**src/rtl/cpu_defs_pkg.sv**
```systemverilog
// ----------------------------------------------------------------------------
// cpu_defs_pkg : decode field bit positions, HI/LO FSM encoding, divider sizing
// Rev 1.0
// ----------------------------------------------------------------------------
`default_nettype none

package cpu_defs_pkg;

   localparam int DIV_S_BIT   = 0;
   localparam int DIV_U_BIT   = 1;
   localparam int MULT_S_BIT  = 0;
   localparam int MULT_U_BIT  = 1;
   localparam int MTHL_LO_BIT = 0;
   localparam int MTHL_HI_BIT = 1;
   localparam int MFHL_LO_BIT = 0;
   localparam int MFHL_HI_BIT = 1;

   localparam int DIV_ITERS = 32;
   localparam int DIV_CNT_W = $clog2(DIV_ITERS);

   typedef enum logic [1:0] {
      ST_IDLE    = 2'd0,
      ST_DIV_RUN = 2'd1,
`ifdef MULDIV_MULT_EN
      ST_DIV_FIX = 2'd2,
      ST_MUL_RUN = 2'd3
`else
      ST_DIV_FIX = 2'd2
`endif
   } state_e;

endpackage

`default_nettype wire

```
**src/rtl/hilo_muldiv_unit_if.sv**
```systemverilog
// ----------------------------------------------------------------------------
// hilo_muldiv_unit_if : EX-stage request/response bundle of the HI/LO unit
// Rev 1.0
// ----------------------------------------------------------------------------
`default_nettype none

interface hilo_muldiv_unit_if #(
   parameter int XLEN = 32
);
   logic            issue;
   logic            cancel;
   logic [1:0]      DIV;
   logic [1:0]      MULT;
   logic [1:0]      MTHL;
   logic [1:0]      MFHL;
   logic [XLEN-1:0] rs_data;
   logic [XLEN-1:0] rt_data;
   logic            busy;
   logic            done;
   logic [XLEN-1:0] hilo_rdata;
   logic [XLEN-1:0] hi;
   logic [XLEN-1:0] lo;

   modport master (
      output issue, cancel, DIV, MULT, MTHL, MFHL, rs_data, rt_data,
      input  busy, done, hilo_rdata, hi, lo
   );

   modport slave (
      input  issue, cancel, DIV, MULT, MTHL, MFHL, rs_data, rt_data,
      output busy, done, hilo_rdata, hi, lo
   );
endinterface

`default_nettype wire

```
**src/rtl/div_core.sv**
```systemverilog
// ----------------------------------------------------------------------------
// div_core : unsigned iterative restoring divider, one quotient bit per cycle
// Rev 1.0
// ----------------------------------------------------------------------------
`default_nettype none

module div_core
   import cpu_defs_pkg::*;
#(
   parameter int W = 32
) (
   input  logic         clk,
   input  logic         resetn,
   input  logic         start_i,
   input  logic         cancel_i,
   input  logic [W-1:0] dividend_i,
   input  logic [W-1:0] divisor_i,
   output logic         last_o,
   output logic [W-1:0] quotient_o,
   output logic [W-1:0] remainder_o
);

   logic                 run_q;
   logic [DIV_CNT_W-1:0] count_q;
   logic [2*W-1:0]       rem_q;
   logic [2*W-1:0]       rem_d;
   logic [W-1:0]         divisor_q;
   logic [2*W:0]         shifted;
   logic [W-1:0]         diff;
   logic                 fits;

   // Upper half holds the partial remainder, lower half shifts dividend out / quotient in.
   always_comb begin
      shifted = {rem_q, 1'b0};
      fits    = shifted[2*W:W] >= {1'b0, divisor_q};
      diff    = shifted[2*W-1:W] - divisor_q;
      rem_d   = shifted[2*W-1:0];
      if (fits) begin
         rem_d = {diff, shifted[W-1:1], 1'b1};
      end
   end

   assign last_o      = run_q && (count_q == DIV_CNT_W'(DIV_ITERS - 1));
   assign quotient_o  = rem_q[W-1:0];
   assign remainder_o = rem_q[2*W-1:W];

   always_ff @(posedge clk) begin
      if (!resetn) begin
         run_q     <= 1'b0;
         count_q   <= '0;
         rem_q     <= '0;
         divisor_q <= '0;
      end else if (cancel_i) begin
         run_q   <= 1'b0;
         count_q <= '0;
      end else if (start_i) begin
         run_q     <= 1'b1;
         count_q   <= '0;
         rem_q     <= {{W{1'b0}}, dividend_i};
         divisor_q <= divisor_i;
      end else if (run_q) begin
         rem_q   <= rem_d;
         count_q <= count_q + 1'b1;
         if (last_o) begin
            run_q <= 1'b0;
         end
      end
   end

endmodule

`default_nettype wire

```
**src/rtl/hilo_muldiv_unit.sv**
```systemverilog
// ----------------------------------------------------------------------------
// hilo_muldiv_unit : HI/LO owner, div/divu sequencer, mthi/mtlo and mfhi/mflo;
// optional pipelined mult/multu enabled by macro MULDIV_MULT_EN. Rev 1.0
// ----------------------------------------------------------------------------
`default_nettype none

module hilo_muldiv_unit
   import cpu_defs_pkg::*;
#(
   parameter int XLEN    = 32,
   parameter int MUL_LAT = 2
) (
   input  logic               clk,
   input  logic               resetn,
   hilo_muldiv_unit_if.slave  bus
);

   if (XLEN != 32 || MUL_LAT < 1 || MUL_LAT > 3) begin : g_bad_cfg
      $error("hilo_muldiv_unit: unsupported XLEN or MUL_LAT");
   end

   state_e          state_q;
   logic [XLEN-1:0] hi_q;
   logic [XLEN-1:0] lo_q;
   logic            done_q;
   logic            q_neg_q;
   logic            r_neg_q;

   logic            idle_req;
   logic            div_req;
   logic            mul_req;
   logic            div_signed;
   logic [XLEN-1:0] rs_abs;
   logic [XLEN-1:0] rt_abs;
   logic            div_last;
   logic [XLEN-1:0] quot;
   logic [XLEN-1:0] rem;

   assign idle_req   = bus.issue && !bus.cancel && (state_q == ST_IDLE);
   assign div_req    = idle_req && (|bus.DIV);
   assign div_signed = bus.DIV[DIV_S_BIT];
   assign rs_abs     = (div_signed && bus.rs_data[XLEN-1]) ? -bus.rs_data : bus.rs_data;
   assign rt_abs     = (div_signed && bus.rt_data[XLEN-1]) ? -bus.rt_data : bus.rt_data;

`ifdef MULDIV_MULT_EN
   logic [2*XLEN-1:0] mul_a;
   logic [2*XLEN-1:0] mul_b;
   logic [2*XLEN-1:0] mul_prod;
   logic [2*XLEN-1:0] mul_pipe_q [MUL_LAT];
   logic [1:0]        mul_cnt_q;

   assign mul_req  = idle_req && (|bus.MULT) && !(|bus.DIV);
   assign mul_a    = {{XLEN{bus.MULT[MULT_S_BIT] & bus.rs_data[XLEN-1]}}, bus.rs_data};
   assign mul_b    = {{XLEN{bus.MULT[MULT_S_BIT] & bus.rt_data[XLEN-1]}}, bus.rt_data};
   assign mul_prod = mul_a * mul_b;

   always_ff @(posedge clk) begin
      if (!resetn) begin
         for (int k = 0; k < MUL_LAT; k++) mul_pipe_q[k] <= '0;
      end else begin
         if (mul_req) mul_pipe_q[0] <= mul_prod;
         for (int k = 1; k < MUL_LAT; k++) mul_pipe_q[k] <= mul_pipe_q[k-1];
      end
   end
`else
   assign mul_req = 1'b0;
`endif

   div_core #(.W(XLEN)) u_div_core (
      .clk         (clk),
      .resetn      (resetn),
      .start_i     (div_req),
      .cancel_i    (bus.cancel),
      .dividend_i  (rs_abs),
      .divisor_i   (rt_abs),
      .last_o      (div_last),
      .quotient_o  (quot),
      .remainder_o (rem)
   );

   always_ff @(posedge clk) begin
      if (!resetn) begin
         state_q <= ST_IDLE;
         hi_q    <= '0;
         lo_q    <= '0;
         done_q  <= 1'b0;
         q_neg_q <= 1'b0;
         r_neg_q <= 1'b0;
`ifdef MULDIV_MULT_EN
         mul_cnt_q <= '0;
`endif
      end else begin
         done_q <= 1'b0;
         // A flush outranks everything, including the final HI/LO write.
         if (bus.cancel) begin
            state_q <= ST_IDLE;
         end else begin
            case (state_q)
               ST_IDLE: begin
                  if (div_req) begin
                     q_neg_q <= div_signed && (bus.rs_data[XLEN-1] ^ bus.rt_data[XLEN-1]);
                     r_neg_q <= div_signed && bus.rs_data[XLEN-1];
                     state_q <= ST_DIV_RUN;
`ifdef MULDIV_MULT_EN
                  end else if (mul_req) begin
                     mul_cnt_q <= '0;
                     state_q   <= ST_MUL_RUN;
`endif
                  end else if (bus.issue) begin
                     if (bus.MTHL[MTHL_HI_BIT]) hi_q <= bus.rs_data;
                     if (bus.MTHL[MTHL_LO_BIT]) lo_q <= bus.rs_data;
                  end
               end
               ST_DIV_RUN: begin
                  if (div_last) state_q <= ST_DIV_FIX;
               end
               ST_DIV_FIX: begin
                  lo_q    <= q_neg_q ? -quot : quot;
                  hi_q    <= r_neg_q ? -rem : rem;
                  done_q  <= 1'b1;
                  state_q <= ST_IDLE;
               end
`ifdef MULDIV_MULT_EN
               ST_MUL_RUN: begin
                  mul_cnt_q <= mul_cnt_q + 1'b1;
                  if (mul_cnt_q == 2'(MUL_LAT - 1)) begin
                     {hi_q, lo_q} <= mul_pipe_q[MUL_LAT-1];
                     done_q       <= 1'b1;
                     state_q      <= ST_IDLE;
                  end
               end
`endif
               default: state_q <= ST_IDLE;
            endcase
         end
      end
   end

   assign bus.busy       = (state_q != ST_IDLE) || div_req || mul_req;
   assign bus.done       = done_q;
   assign bus.hi         = hi_q;
   assign bus.lo         = lo_q;
   assign bus.hilo_rdata = bus.MFHL[MFHL_HI_BIT] ? hi_q :
                           bus.MFHL[MFHL_LO_BIT] ? lo_q : '0;

endmodule

`default_nettype wire

```
**src/flat_wrapper.sv**
```systemverilog
// flat-port wrapper written by rule: the top's interface ports become plain ports
module hilo_muldiv_unit_flat import cpu_defs_pkg::*;
#(
   parameter int XLEN    = 32,
   parameter int MUL_LAT = 2
)
  (clk, resetn, bus_issue, bus_cancel, bus_DIV, bus_MULT, bus_MTHL, bus_MFHL, bus_rs_data, bus_rt_data, bus_busy, bus_done, bus_hilo_rdata, bus_hi, bus_lo);
  hilo_muldiv_unit_if #(.XLEN(XLEN)) bus_i ();
  input  logic clk;
  input  logic resetn;
  input wire logic [$bits(bus_i.issue)-1:0] bus_issue;
  input wire logic [$bits(bus_i.cancel)-1:0] bus_cancel;
  input wire logic [$bits(bus_i.DIV)-1:0] bus_DIV;
  input wire logic [$bits(bus_i.MULT)-1:0] bus_MULT;
  input wire logic [$bits(bus_i.MTHL)-1:0] bus_MTHL;
  input wire logic [$bits(bus_i.MFHL)-1:0] bus_MFHL;
  input wire logic [$bits(bus_i.rs_data)-1:0] bus_rs_data;
  input wire logic [$bits(bus_i.rt_data)-1:0] bus_rt_data;
  output wire logic [$bits(bus_i.busy)-1:0] bus_busy;
  output wire logic [$bits(bus_i.done)-1:0] bus_done;
  output wire logic [$bits(bus_i.hilo_rdata)-1:0] bus_hilo_rdata;
  output wire logic [$bits(bus_i.hi)-1:0] bus_hi;
  output wire logic [$bits(bus_i.lo)-1:0] bus_lo;
  assign bus_i.issue = bus_issue;
  assign bus_i.cancel = bus_cancel;
  assign bus_i.DIV = bus_DIV;
  assign bus_i.MULT = bus_MULT;
  assign bus_i.MTHL = bus_MTHL;
  assign bus_i.MFHL = bus_MFHL;
  assign bus_i.rs_data = bus_rs_data;
  assign bus_i.rt_data = bus_rt_data;
  assign bus_busy = bus_i.busy;
  assign bus_done = bus_i.done;
  assign bus_hilo_rdata = bus_i.hilo_rdata;
  assign bus_hi = bus_i.hi;
  assign bus_lo = bus_i.lo;
  hilo_muldiv_unit #(.XLEN(XLEN), .MUL_LAT(MUL_LAT)) u_core (.clk(clk), .resetn(resetn), .bus(bus_i));
endmodule
```
**config.mk**
```make
export PLATFORM = sky130hd
export DESIGN_NAME = hilo_muldiv_unit_flat
export DESIGN_NICKNAME = d
export VERILOG_FILES = /design/src/rtl/cpu_defs_pkg.sv /design/src/rtl/hilo_muldiv_unit_if.sv /design/src/rtl/div_core.sv /design/src/rtl/hilo_muldiv_unit.sv /design/src/flat_wrapper.sv
export SDC_FILE = /design/constraint.sdc
export NUM_CORES = 1
export LEC_CHECK = 0
export CAP_MARGIN = 0
export CORE_ASPECT_RATIO = 0.9
export CORE_UTILIZATION = 55
export DETAILED_ROUTE_END_ITERATION = 7
export GPL_TIMING_DRIVEN = 1
export PLACE_DENSITY = 0.81
export SLEW_MARGIN = 25
export SYNTH_ARGS = -nofsm -noshare
export SYNTH_HDL_FRONTEND = slang
export SYNTH_SLANG_ARGS = --single-unit
```
**constraint.sdc**
```tcl
create_clock -name clk -period 6.2 [get_ports clk]
set_clock_uncertainty 0.1 [all_clocks]
set_input_delay 0.62 -clock clk [delete_from_list [all_inputs] [get_ports clk]]
set_output_delay 0.62 -clock clk [all_outputs]
set_load 0.005 [all_outputs]
```
==> flow_metrics.env, run 1 <==
export IMPL_status="finished, final reports clean"
export IMPL_via_per_inst=6.26
export IMPL_required_ns=5.48
export IMPL_first_pass_iters=7
export IMPL_rows=50
export IMPL_crit_path_max_fanout=72
export IMPL_r2r_end="u_core.u_div_core.rem_q[57]$_SDFFE_PN0P_"
export IMPL_cap_violations=0
export IMPL_cts_root_buffer="clkbuf_16"
export IMPL_r2r_setup_slack_ns=2.52
export IMPL_drive_gt1_share_pct=4.56
export IMPL_grtUsageMet1_pct=48.0
export IMPL_ant_nets=0
export IMPL_post_route_min_period_ns=3.92
export IMPL_cts_repair_resized=0
export IMPL_ff2ff_path_depth=11
export IMPL_h_tree_depth=4
export IMPL_internal_power_mw=2.07
export IMPL_clock_sinks=171
export IMPL_num_vias=12500
export IMPL_insertion_delay_ns=0.44
export IMPL_busiest_layer="met2"
export IMPL_drt_iter0_markers=1573
export IMPL_cts_tree="built"
export IMPL_die_area_um2=22200
export IMPL_syn2layout_area_growth_pct=20.4
export IMPL_num_fill_cells=1783
export IMPL_synth_seq_cells=171
export IMPL_power_frac_seq_pct=39.7
export IMPL_holdPathStages=2
export IMPL_crit_path_start_kind="primary input"
export IMPL_track_usage_pct=34.6
export IMPL_postSynthCellCount=1602
export IMPL_ir_drop_uv=180
export IMPL_syn_num_nets=1717
export IMPL_die_x_um=157
export IMPL_grt_max_degree=107
export IMPL_syn_avg_cell_area_um2=7.43
export IMPL_setup_viol=0
export IMPL_met2_usage_pct=53.6
export IMPL_p_comb_share_pct=24.2
export IMPL_drv_slew=0
export IMPL_tightestPinTransition_ns=0.886
export IMPL_overflow=0
export IMPL_ys_async_sr_fraction_pct=0
export IMPL_hold_buffers=0
export IMPL_cp_end_kind="output port"
export IMPL_power_leakage_nw=5.71
export IMPL_final_common_cell="nand2_1"
export IMPL_netSwitchingPower_mw=0.965
export IMPL_final_hold_viol_count=0
export IMPL_worstPathArrival_ns=3.20
export IMPL_tns_ns=0
export IMPL_min_delay_start="u_core.u_div_core.divisor_q[31]$_SDFFE_PN0P_"
export IMPL_cts_buffers=17
export IMPL_diodes=0
export IMPL_yosysSeqAreaShare_pct=28.8
export IMPL_drc=0
export IMPL_num_nets_final=1814
export IMPL_gp_congestion=0.967
export IMPL_ys_warn_count=0
export IMPL_port_buffers=171
export IMPL_maxSlewHeadroom_pct=40.9
export IMPL_grtUsageMet3_pct=7.03
export IMPL_clkTransAtPathRegs_ns=0.07
export IMPL_core_um2=21000
export IMPL_ys_types=65
export IMPL_holdPathEnd="u_core.u_div_core.divisor_q[31]$_SDFFE_PN0P_"
export IMPL_chipHeight_um=142
export IMPL_antenna_found_initial=0
export IMPL_pin_count=174
export IMPL_ys_flop_type="dfxtp_1"
export IMPL_synth_edf_count=0
export IMPL_post_cts_repair_setup_buffers=0
export IMPL_switching_share_pct=31.8
export IMPL_initial_core_util_pct=56.6
export IMPL_syn_area_um2=11900
export IMPL_drt_wl_total_mm=38.4
export IMPL_rr_startpoint="u_core.u_div_core.divisor_q[1]$_SDFFE_PN0P_"
export IMPL_grt_pass1_vias=11300
export IMPL_final_cell_mix="246 x nand2_1, 170 x dfxtp_1, 168 x o21ai_0, 168 x clkdlybuf4s50_1, 131 x a21oi_1"
export IMPL_hpwl_mm=27.4
export IMPL_holdWs_ns=0.384
export IMPL_path_class="primary input to output port"
export IMPL_hold_path_class="flop to flop"
export IMPL_rsz0062_at_grt="no"
export IMPL_fmaxAchievable_ghz=0.255
export IMPL_p_per_area_nw_per_um2=212
export IMPL_period_share_pct=63.3
export IMPL_grt_first_pass_wirelength_mm=60.5
export IMPL_ctsLongestPathBuffers=2
export IMPL_wl_per_cell_um=19.2
export IMPL_pwr_share_clk_pct=36.1
-- state kept, by name, summed over array words and instances, names as in the netlist --
name and flops:
u_core.u_div_core.divisor_q 32, u_core.q_neg_q 1, u_core.r_neg_q 1, u_core.state_q 2
u_core.bus.hi 32, u_core.u_div_core.count_q 5, u_core.bus.lo 32, u_core.bus.done 1
u_core.u_div_core.rem_q 64, u_core.u_div_core.run_q 1
-- area by class of cell --
cell class                 count  area, um^2  area share [%]
sequential                   171        3420            23.9
inverter                      56         210            1.47
tap                          286         358            2.50
timing repair buffer         186        1830            12.7
clock inverter                14         159            1.11
multi-input combinational   1267        7920            55.3
clock buffer                  18         429            3.00
-- Yosys cell counts (all sizes together) (32+ instances only) --
master / instances / area, um^2
nand2: 246 / 923
dfxtp: 171 / 3420
ha: 38 / 475
nor2: 80 / 300
o21ai: 171 / 860
o211a: 53 / 531
xor2: 66 / 578
inv: 56 / 210
xnor2: 73 / 639
nor2b: 32 / 200
nand3: 68 / 340
clkbuf: 100 / 375
a21oi: 132 / 664
o31ai: 34 / 255
-- worst max path at each step --
stage,end,start,cells past startpoint
2_1_floorplan,u_core.u_div_core.divisor_q[29]$_SDFFE_PN0P_,bus_rt_data[0],8
3_3_place_gp,u_core.u_div_core.divisor_q[29]$_SDFFE_PN0P_,bus_rt_data[0],9
3_5_place_dp,u_core.u_div_core.divisor_q[29]$_SDFFE_PN0P_,bus_rt_data[0],9
4_1_cts,bus_busy,bus_cancel,7
5_1_grt,u_core.u_div_core.divisor_q[29]$_SDFFE_PN0P_,bus_rt_data[0],9
6_report,bus_busy,bus_cancel,7
-- power by group through the flow --
| stage | clock (mW) | sequential [mW] | combinational (mW) |
|---|---|---|---|
| 2_1_floorplan | 0 | 1.21 | 0.480 |
| 3_3_place_gp | 0 | 1.22 | 0.697 |
| 3_5_place_dp | 0 | 1.23 | 0.711 |
| 4_1_cts | 1.10 | 1.20 | 0.721 |
| 5_1_grt | 1.14 | 1.21 | 0.799 |
| 6_report | 1.09 | 1.20 | 0.736 |
-- per-layer routing --
metal / routed length [um] / up-vias
li1: - / 5926
met1: 16700 / 5872
met2: 16900 / 623
met3: 3750 / 83
met4: 1080 / 0
met5: 0 / -
-- through the flow --
step	cells	area (um^2)	utilization (%)	worst slack, ns	power, mW
2_1_floorplan	1602	11900	-	2.82	1.69
3_3_place_gp	1965	13700	65.3	1.99	1.92
3_5_place_dp	1965	13700	65.3	1.92	1.94
4_1_cts	1997	14300	68.0	2.30	3.02
5_1_grt	1998	14300	68.2	2.11	3.15
6_report	1998	14300	68.2	2.28	3.04
-- cells by family (layout without fill, tap and decap cells) --
group | count (synthesis) | in the layout | share of synthesized area (%)
fa+ha+maj | 39 | 39 | 4.16
simple gates | 544 | 544 | 21.6
flops | 171 | 171 | 28.8
mux | 26 | 26 | 2.23
compound gates | 519 | 519 | 27.9
xor+xnor | 139 | 139 | 10.2
buf+inv | 164 | 274 | 5.19
-- critical path, stage by stage --
cell and delay (ns):
clkdlybuf4s50_1 0.60, nor4b_1 0.34, buf_4 0.21, o21a_2 0.15
buf_4 0.57, or3_1 0.20, clkdlybuf4s50_1 0.49
No activity file was read; power rests on OpenSTA's default activity.
==> run 2: changes to the inputs <==
==> constraint.sdc (replaced) <==
create_clock -name clk -period 4 [get_ports clk]
set_clock_uncertainty 0.1 [all_clocks]
set_input_delay 0.4 -clock clk [delete_from_list [all_inputs] [get_ports clk]]
set_output_delay 0.4 -clock clk [all_outputs]
set_load 0.005 [all_outputs]
==> run 2 against run 1 <==
Wire length down 1.2%. Sequential share of layout area down 0.23 points. Combinational power up 56%. Worst hold slack worse by 0.047 ns. Sequential cell count unchanged. Highest routed layer unchanged. Non-clock buffer count up 16. Clock-buffer cell count down 1.
==> flow_metrics.env, run 2 (synthesized netlist as in run 1, its figures left out) <==
export IMPL_diodes=0
export IMPL_multi_input_area_um2=7920
export IMPL_die_x_um=157
export IMPL_clock_sinks=171
export IMPL_final_hold_viol_count=0
export IMPL_grt_first_pass_wirelength_mm=59.9
export IMPL_cts_buffers=17
export IMPL_post_cts_repair_setup_buffers=0
export IMPL_holdPathEnd="u_core.bus.hi[9]$_SDFFE_PN0P_"
export IMPL_drt_iter0_markers=1428
export IMPL_cts_tree="built"
export IMPL_rr_startpoint="u_core.u_div_core.rem_q[31]$_SDFFE_PN0P_"
export IMPL_cp_slowest_cell="a21boi_0"
export IMPL_hpwl_mm=28.0
export IMPL_period_share_pct=88.5
export IMPL_tightestPinTransition_ns=0.859
export IMPL_cap_violations=0
export IMPL_drt_wl_total_mm=38.0
export IMPL_ir_drop_uv=245
export IMPL_drive_gt1_share_pct=5.38
export IMPL_startpoint="u_core.u_div_core.rem_q[31]$_SDFFE_PN0P_"
export IMPL_post_route_min_period_ns=3.54
export IMPL_placed_cell_area_um2=13800
export IMPL_pin_count=174
export IMPL_wl_per_cell_um=18.9
export IMPL_gp_congestion=0.966
export IMPL_tns_ns=0
export IMPL_regMostFlops="u_core.u_div_core.rem_q"
export IMPL_crit_path_max_fanout=4
export IMPL_num_fill_cells=1800
export IMPL_track_usage_pct=34.4
export IMPL_ctsLongestPathBuffers=2
export IMPL_final_common_cell="nand2_1"
export IMPL_largest_reg_flops=64
export IMPL_grt_max_degree=65
export IMPL_finalInstanceArea_um2=14500
export IMPL_maxSlewHeadroom_pct=42.7
export IMPL_first_pass_iters=6
export IMPL_cts_repair_resized=0
export IMPL_fmaxAchievable_ghz=0.283
export IMPL_min_delay_start="resetn"
export IMPL_overflow=0
export IMPL_drv_slew=0
export IMPL_worstPathArrival_ns=3.77
export IMPL_status="finished, final reports clean"
export IMPL_crit_path_start_kind="flop"
export IMPL_h_tree_depth=4
export IMPL_chipHeight_um=142
export IMPL_insertion_delay_ns=0.45
export IMPL_initial_core_util_pct=56.6
export IMPL_p_per_area_nw_per_um2=323
export IMPL_port_buffers=171
export IMPL_r2r_end="u_core.u_div_core.rem_q[56]$_SDFFE_PN0P_"
export IMPL_power_leakage_nw=5.79
export IMPL_antenna_found_initial=0
export IMPL_cp_end_kind="flop"
export IMPL_hold_buffers=0
export IMPL_cts_root_buffer="clkbuf_16"
export IMPL_hold_path_class="primary input to flop"
export IMPL_clkTransAtPathRegs_ns=0.07
export IMPL_core_um2=21000
export IMPL_die_area_um2=22200
export IMPL_path_class="flop to flop"
export IMPL_final_cell_mix="246 x nand2_1, 170 x dfxtp_1, 169 x clkdlybuf4s50_1"
export IMPL_r2r_setup_slack_ns=0.46
export IMPL_crit_chain="inv_1 > ha_1 > inv_1 > fa_1 > a211o_1 > a211oi_1 > nand4bb_1 > a21oi_1 > a21boi_0 > o21ai_0 > xor2_1 > mux2i_1 > a21oi_1"
export IMPL_rsz0062_at_grt="no"
export IMPL_ff2ff_path_depth=13
export IMPL_holdPathStages=2
export IMPL_ff_latch_area_um2=3420
export IMPL_ant_nets=0
export IMPL_drc=0
export IMPL_num_nets_final=1830
export IMPL_syn2layout_area_growth_pct=21.5
export IMPL_rows=50
export IMPL_via_per_inst=6.18
export IMPL_required_ns=4.24
export IMPL_setup_viol=0
export IMPL_max_stage_delay_ns=0.58
export IMPL_grt_pass1_vias=11200
export IMPL_num_vias=12400
[run 2: cell count changes in the layout (fill, tap and decap cells not counted), sizes merged]
cell,previous run,this run
bufinv,2,0
buf,18,33
clkdlybuf4s50,168,169
clkinv,5,4
clkbuf,18,17
inv,62,66
[run 2: metal layers]
layer,part of all wire [%],vias to the layer above,GRT usage (%)
met5,0,-,0
met4,2.1,0,10.9
met3,10,61,6.60
met2,44,649,53.1
met1,44,5785,48.2
li1,-,5950,-
[run 2: layout make-up]
type / instances / area share, %
clock inverters: 15 / 1.03
clock buffers: 17 / 2.94
multi-input cells: 1267 / 54.7
inverters: 56 / 1.45
flip-flops and latches: 171 / 23.7
repair buffers: 202 / 13.7
well taps: 286 / 2.47
[run 2: worst max-delay path by stage]
stage / to / slack, ns / cells past startpoint
after floorplan: u_core.u_div_core.rem_q[51]$_SDFFE_PN0P_ / 0.66 / 11
after global placement: u_core.u_div_core.divisor_q[29]$_SDFFE_PN0P_ / 0.34 / 9
after detailed placement: u_core.u_div_core.divisor_q[29]$_SDFFE_PN0P_ / 0.25 / 9
after CTS: u_core.bus.lo[31]$_SDFFE_PN0P_ / 0.49 / 9
after global routing: u_core.bus.lo[31]$_SDFFE_PN0P_ / 0.23 / 9
final: u_core.u_div_core.rem_q[56]$_SDFFE_PN0P_ / 0.46 / 13
[run 2: worst max-delay path: cells and delay by family, from the launching register on]
family	cells	cell delay, ns
buffers and inverters	2	0.18
adders and majority gates	2	0.62
AOI/OAI and AO/OA	6	1.66
muxes	1	0.14
and+or+nand+nor	1	0.21
DFF	1	0.33
xor gates and xnor gates	1	0.19
[run 2: power breakdown]
| part | internal (mW) | switching, mW |
|---|---|---|
| Combinational | 0.511 | 0.642 |
| Sequential | 1.78 | 0.0883 |
| Clock | 0.833 | 0.819 |
[run 2: stage by stage]
step           power [mW]  utilization [%]  hold WS [ns]  setup slack, ns  std cells
2_1_floorplan        2.61                -         0.341            0.659       1602
4_1_cts              4.65             68.6         0.321            0.486       2012
3_3_place_gp         3.00             65.9         0.356            0.338       1980
3_5_place_dp         3.02             65.9         0.371            0.254       1980
5_1_grt              4.86             68.8         0.346            0.227       2014
6_report             4.67             68.8         0.337            0.462       2014
